`src/rtl/prog_mem_pkg.sv`:
```
// Shared types and the boot image for the K2 instruction memory.
package prog_mem_pkg;

    typedef enum logic [1:0] {
        IDLE = 2'd0,
        LOAD = 2'd1,
        DONE = 2'd2
    } state_e;

    localparam int BOOT_LEN = 9;
    localparam int BOOT_W   = 8;

    localparam logic [BOOT_W-1:0] BOOT_PROG [BOOT_LEN] = '{
        8'h08, 8'h19, 8'h20, 8'h10, 8'h70, 8'h00, 8'h14, 8'h04, 8'hB2
    };

    // Indexed by search so callers may pass any word index; beyond the image the word is zero.
    function automatic logic [BOOT_W-1:0] boot_word(input int idx);
        logic [BOOT_W-1:0] w;
        w = '0;
        for (int k = 0; k < BOOT_LEN; k++) begin
            if (k == idx) begin
                w = BOOT_PROG[k];
            end
        end
        return w;
    endfunction

endpackage

```
`src/rtl/prog_mem_array.sv`:
```
// DEPTH x INST_W storage: synchronous write, registered read, reset reloads the boot image.
module prog_mem_array
    import prog_mem_pkg::*;
#(
    parameter int ADDR_W = 4,
    parameter int INST_W = 8,
    parameter int DEPTH  = 16
) (
    input  logic              clk,
    input  logic              rst,
    input  logic              we_i,
    input  logic [ADDR_W-1:0] waddr_i,
    input  logic [INST_W-1:0] wdata_i,
    input  logic              re_i,
    input  logic [ADDR_W-1:0] raddr_i,
    output logic [INST_W-1:0] rdata_o
);

    logic [INST_W-1:0] mem_q [DEPTH];
    logic [INST_W-1:0] rdata_q;
    logic              raddr_ok;

    assign raddr_ok = ({1'b0, raddr_i} < (ADDR_W+1)'(DEPTH));

    always_ff @(posedge clk) begin
        if (rst) begin
            for (int i = 0; i < DEPTH; i++) begin
                mem_q[i] <= INST_W'(boot_word(i));
            end
        end else if (we_i) begin
            mem_q[waddr_i] <= wdata_i;
        end
    end

    // Addresses past the implemented depth read back as zero.
    always_ff @(posedge clk) begin
        if (rst) begin
            rdata_q <= '0;
        end else if (re_i) begin
            rdata_q <= raddr_ok ? mem_q[raddr_i] : '0;
        end
    end

    assign rdata_o = rdata_q;

endmodule

```
`src/rtl/prog_mem.sv`:
```
// K2 instruction memory: registered fetch port plus a valid/ready program loader FSM.
module prog_mem
    import prog_mem_pkg::*;
#(
    parameter int ADDR_W = 4,
    parameter int INST_W = 8,
    parameter int DEPTH  = 16
) (
    input  logic              clk,
    input  logic              rst,
    input  logic              fetch_req,
    input  logic [ADDR_W-1:0] fetch_addr,
    output logic [INST_W-1:0] inst,
    output logic              inst_valid,
    input  logic              load_start,
    input  logic              load_valid,
    input  logic [INST_W-1:0] load_data,
    input  logic              load_last,
    output logic              load_ready,
    output logic              load_done,
    output logic [ADDR_W:0]   load_count,
    output logic              busy
);

    state_e            state_q, state_d;
    logic [ADDR_W-1:0] ptr_q, ptr_d;
    logic [ADDR_W:0]   cnt_q, cnt_d;
    logic              inst_valid_q;
    logic              mem_we;
    logic              mem_re;

    localparam logic [ADDR_W-1:0] PTR_LAST = ADDR_W'(DEPTH - 1);
    localparam logic [ADDR_W:0]   CNT_MAX  = (ADDR_W+1)'(DEPTH);

    always_comb begin
        state_d = state_q;
        ptr_d   = ptr_q;
        cnt_d   = cnt_q;
        mem_we  = 1'b0;
        mem_re  = 1'b0;
        case (state_q)
            IDLE: begin
                // A load request wins over a fetch issued in the same cycle.
                if (load_start) begin
                    state_d = LOAD;
                    ptr_d   = '0;
                    cnt_d   = '0;
                end else begin
                    mem_re = fetch_req;
                end
            end
            LOAD: begin
                if (load_valid) begin
                    mem_we = 1'b1;
                    if (cnt_q < CNT_MAX) begin
                        cnt_d = cnt_q + 1'b1;
                    end
                    if (load_last || (ptr_q == PTR_LAST)) begin
                        state_d = DONE;
                    end else begin
                        ptr_d = ptr_q + 1'b1;
                    end
                end
            end
            DONE: begin
                state_d = IDLE;
            end
            default: begin
                state_d = IDLE;
            end
        endcase
    end

    always_ff @(posedge clk) begin
        if (rst) begin
            state_q      <= IDLE;
            ptr_q        <= '0;
            cnt_q        <= '0;
            inst_valid_q <= 1'b0;
        end else begin
            state_q      <= state_d;
            ptr_q        <= ptr_d;
            cnt_q        <= cnt_d;
            inst_valid_q <= mem_re;
        end
    end

    prog_mem_array #(
        .ADDR_W (ADDR_W),
        .INST_W (INST_W),
        .DEPTH  (DEPTH)
    ) u_array (
        .clk     (clk),
        .rst     (rst),
        .we_i    (mem_we),
        .waddr_i (ptr_q),
        .wdata_i (load_data),
        .re_i    (mem_re),
        .raddr_i (fetch_addr),
        .rdata_o (inst)
    );

    assign inst_valid = inst_valid_q;
    assign load_ready = (state_q == LOAD);
    assign load_done  = (state_q == DONE);
    assign busy       = (state_q != IDLE);
    assign load_count = cnt_q;

endmodule

```
`config.mk`:
```
export PLATFORM = sky130hd
export DESIGN_NAME = prog_mem
export DESIGN_NICKNAME = d
export VERILOG_FILES = /design/src/rtl/prog_mem_pkg.sv /design/src/rtl/prog_mem_array.sv /design/src/rtl/prog_mem.sv
export SDC_FILE = /design/constraint.sdc
export NUM_CORES = 1
export LEC_CHECK = 0
export ABC_AREA = 1
export BUFFER_PORTS_ARGS = -buffer_cell sky130_fd_sc_hd__buf_2
export CORE_ASPECT_RATIO = 1.25
export CORE_UTILIZATION = 61
export CTS_CLUSTER_SIZE = 40
export DETAILED_ROUTE_END_ITERATION = 12
export PLACE_DENSITY = 0.83
export SLEW_MARGIN = 20
export SYNTH_ARGS = -nofsm -noshare
export SYNTH_HDL_FRONTEND = slang
export SYNTH_SLANG_ARGS = --single-unit
```
`constraint.sdc`:
```
create_clock -name clk -period 1.7 [get_ports clk]
set_input_delay 0.51 -clock clk [delete_from_list [all_inputs] [get_ports clk]]
set_output_delay 0.51 -clock clk [all_outputs]
set_load 0.05 [all_outputs]
```
==> flow_summary.toml <==
[run_status]
status = "complete, no violations"

[min_path]
hold_class = "primary input to flip-flop"
hold_depth = 3

[sta]
min_period_ns = 1.68
clock.fmax_mhz = 594
fin_worst_skew_ns = 0.00742
rsz0062_at_grt = "yes"
layout_worst_path_cycle_share_pct = 99.1
finalMaxSlewViolations = 0
tightest_slew_ns = 0.420
setup_violations = 0
finalHoldViolations = 0
slew-limit-headroom_pct = 72.0

[global_routing]
grt_max_degree = 49
grt.total_usage_pct = 29.6
grt_pass1_wl_microns = 26300
grt_overflow = 0
grt_antenna_before_repair = 0
grt_pass1_vias = 5446

[floorplanning]
num_rows = 43
dieArea_sq_um = 12100
die_height_microns = 123
fp.coreArea_sq_um = 11200
start_util_pct = 63.3
die_w_microns = 98.6
pin_count = 35

[layout]
antenna-diode-count = 0
fin_util_pct = 73.9
drive_above_1_share_pct = 17.5
finalNetCount = 899
layout_common_cells = "nand2_1 (234), nor2_1 (141), edfxtp_1 (128), inv_1 (99), nand3_1 (90)"
final_common_cell = "nand2_1"
final_cells = 1024
areaGrowthSynthToFinish_pct = 16.8

[clock_network]
cts.sinks = 148
cts_resized = 4
clkTransAtPathRegs_ns = 0.05
cts_max_path_buffers = 2
cts_max_level = 4
cts_setup_buffers = 0
cts_tree = "built"
clock_latency_ns = 0.42
cts-root-buf = "clkbuf_16"
cts_buffers = 17
postCtsHoldBufs = 0

[critical_path]
crit_fanout = 5
arrival_ns = 1.17
cp-end-kind = "primary output"
ff2ff_path_depth = 9
critical_path_class = "flip-flop to primary output"
start_kind = "flip-flop"
crit_required_ns = 1.19

[yosys]
syn-num-nets = 848
syn_area_sq_um = 7120
synth_area_leader_cell = "edfxtp_1"
ys_top_cells_by_area = "edfxtp_1 (54%), nand2_1 (13%), nor2_1 (7.6%)"
synth_flop_cell = "edfxtp_1"
ys_seq_elements = 148
syn_area_per_cell_sq_um = 8.63
synth_edf_count = 128
yosysSeqAreaShare_pct = 59.6
postSynthCellCount = 825
synthArstFlopShare_pct = 0
synth_top_cell_area_share_pct = 54.0
yosys_warnings = 0
synth_cell_types = 24

[detailed_routing]
post_drt_wl_per_cell_microns = 16.2
drt_iter0_markers = 622
antenna_left = 0
dr_total_vias = 5588
drt_wl_total_microns = 16600
drt_pass1_iterations = 6
vias_per_cell = 5.46
post-route-drc-count = 0

[job]
drv_cap = 0

[power_and_ir_drop]
power.density_nw_per_um2 = 1020
p_leak_nw = 3.86
ir_drop_v = 0.000688

[placed_design]
dpl.hpwl_microns = 11200
io_buffers = 34
gp_congestion = 0.845
dp_cells = 992
-- worst max-delay path, stage by stage (launching register included) --
cell and delay (ns):
dfxtp_4 0.37, inv_2 0.05, nor2_4 0.16, buf_8 0.17
-- through the flow --
stage	instance area [sq um]	setup WS [ns]	setup TNS, ns	power, W	hold WS (ns)
after global routing	8310	-0.0154	-0.0157	0.00868	0.379
after detailed placement	7720	-0.0245	-0.0245	0.00502	0.460
after global placement	7720	0.0478	0	0.00499	0.459
after CTS	8300	-0.0208	-0.0208	0.00843	0.348
final	8310	0.0156	0	0.00845	0.348
after floorplan	7240	-0.0102	-0.329	0.00476	0.478
-- final timing paths --
kind	from	to	slack, ns
worst max register to register	state_q[0]	u_array.mem_q[3][6]	0.07
worst min-delay path	fetch_req	inst_valid	0.35
worst max-delay path	state_q[0]	load_ready	0.02
worst min register to register	load_count[4]	load_count[4]	0.46
-- routing by layer --
metal | track usage (%) | wire (microns)
met5 | 0 | 0
met3 | 5.81 | 1440
met1 | 34.3 | 6090
met2 | 52.1 | 8320
met4 | 16.3 | 750
-- cell families (layout without fill, tap and decap cells) --
family          after synthesis  count (layout)  synth area share [%]
simple gates                511             511                  30.4
buf+inv                     151             215                  8.24
flops                       148             148                  59.6
compound gates                8               8                 0.633
fa+ha+maj                     5               5                 0.879
xor+xnor                      2               2                 0.246
-- cell type report --
type | count | area (sq um)
well taps | 135 | 169
flip-flops and latches | 148 | 4250
inverters | 116 | 438
fillers | 755 | 2930
clock inverters | 3 | 13.8
multi-input cells | 526 | 2410
repair buffers | 67 | 483
clock buffers | 29 | 551
-- synth_stat cells (2+ instances only) --
master    number
a21oi_1        3
ha_1           5
buf_1          2
nor2_4         3
nor2_1       144
buf_2         13
nor3_1         2
nand2_4        7
o21ai_0        3
nor2_2         4
edfxtp_1     128
nand3_1       90
nand2_2        8
nand2_1      250
clkbuf_1      19
a211oi_1       2
inv_2         17
dfxtp_1       20
xor2_1         2
inv_1         99
-- power breakdown --
group          switching (W)  internal (W)
registers          0.0000550       0.00406
clock network        0.00131       0.00217
logic               0.000607      0.000247
-- flip-flops by register name (all words and copies together) (netlist names) --
signal / flops
ptr_q: 4
u_array.mem_q: 128
state_q: 2
u_array.rdata_o: 8
inst_valid: 1
load_count: 5
(Power assumes the default switching activity.)
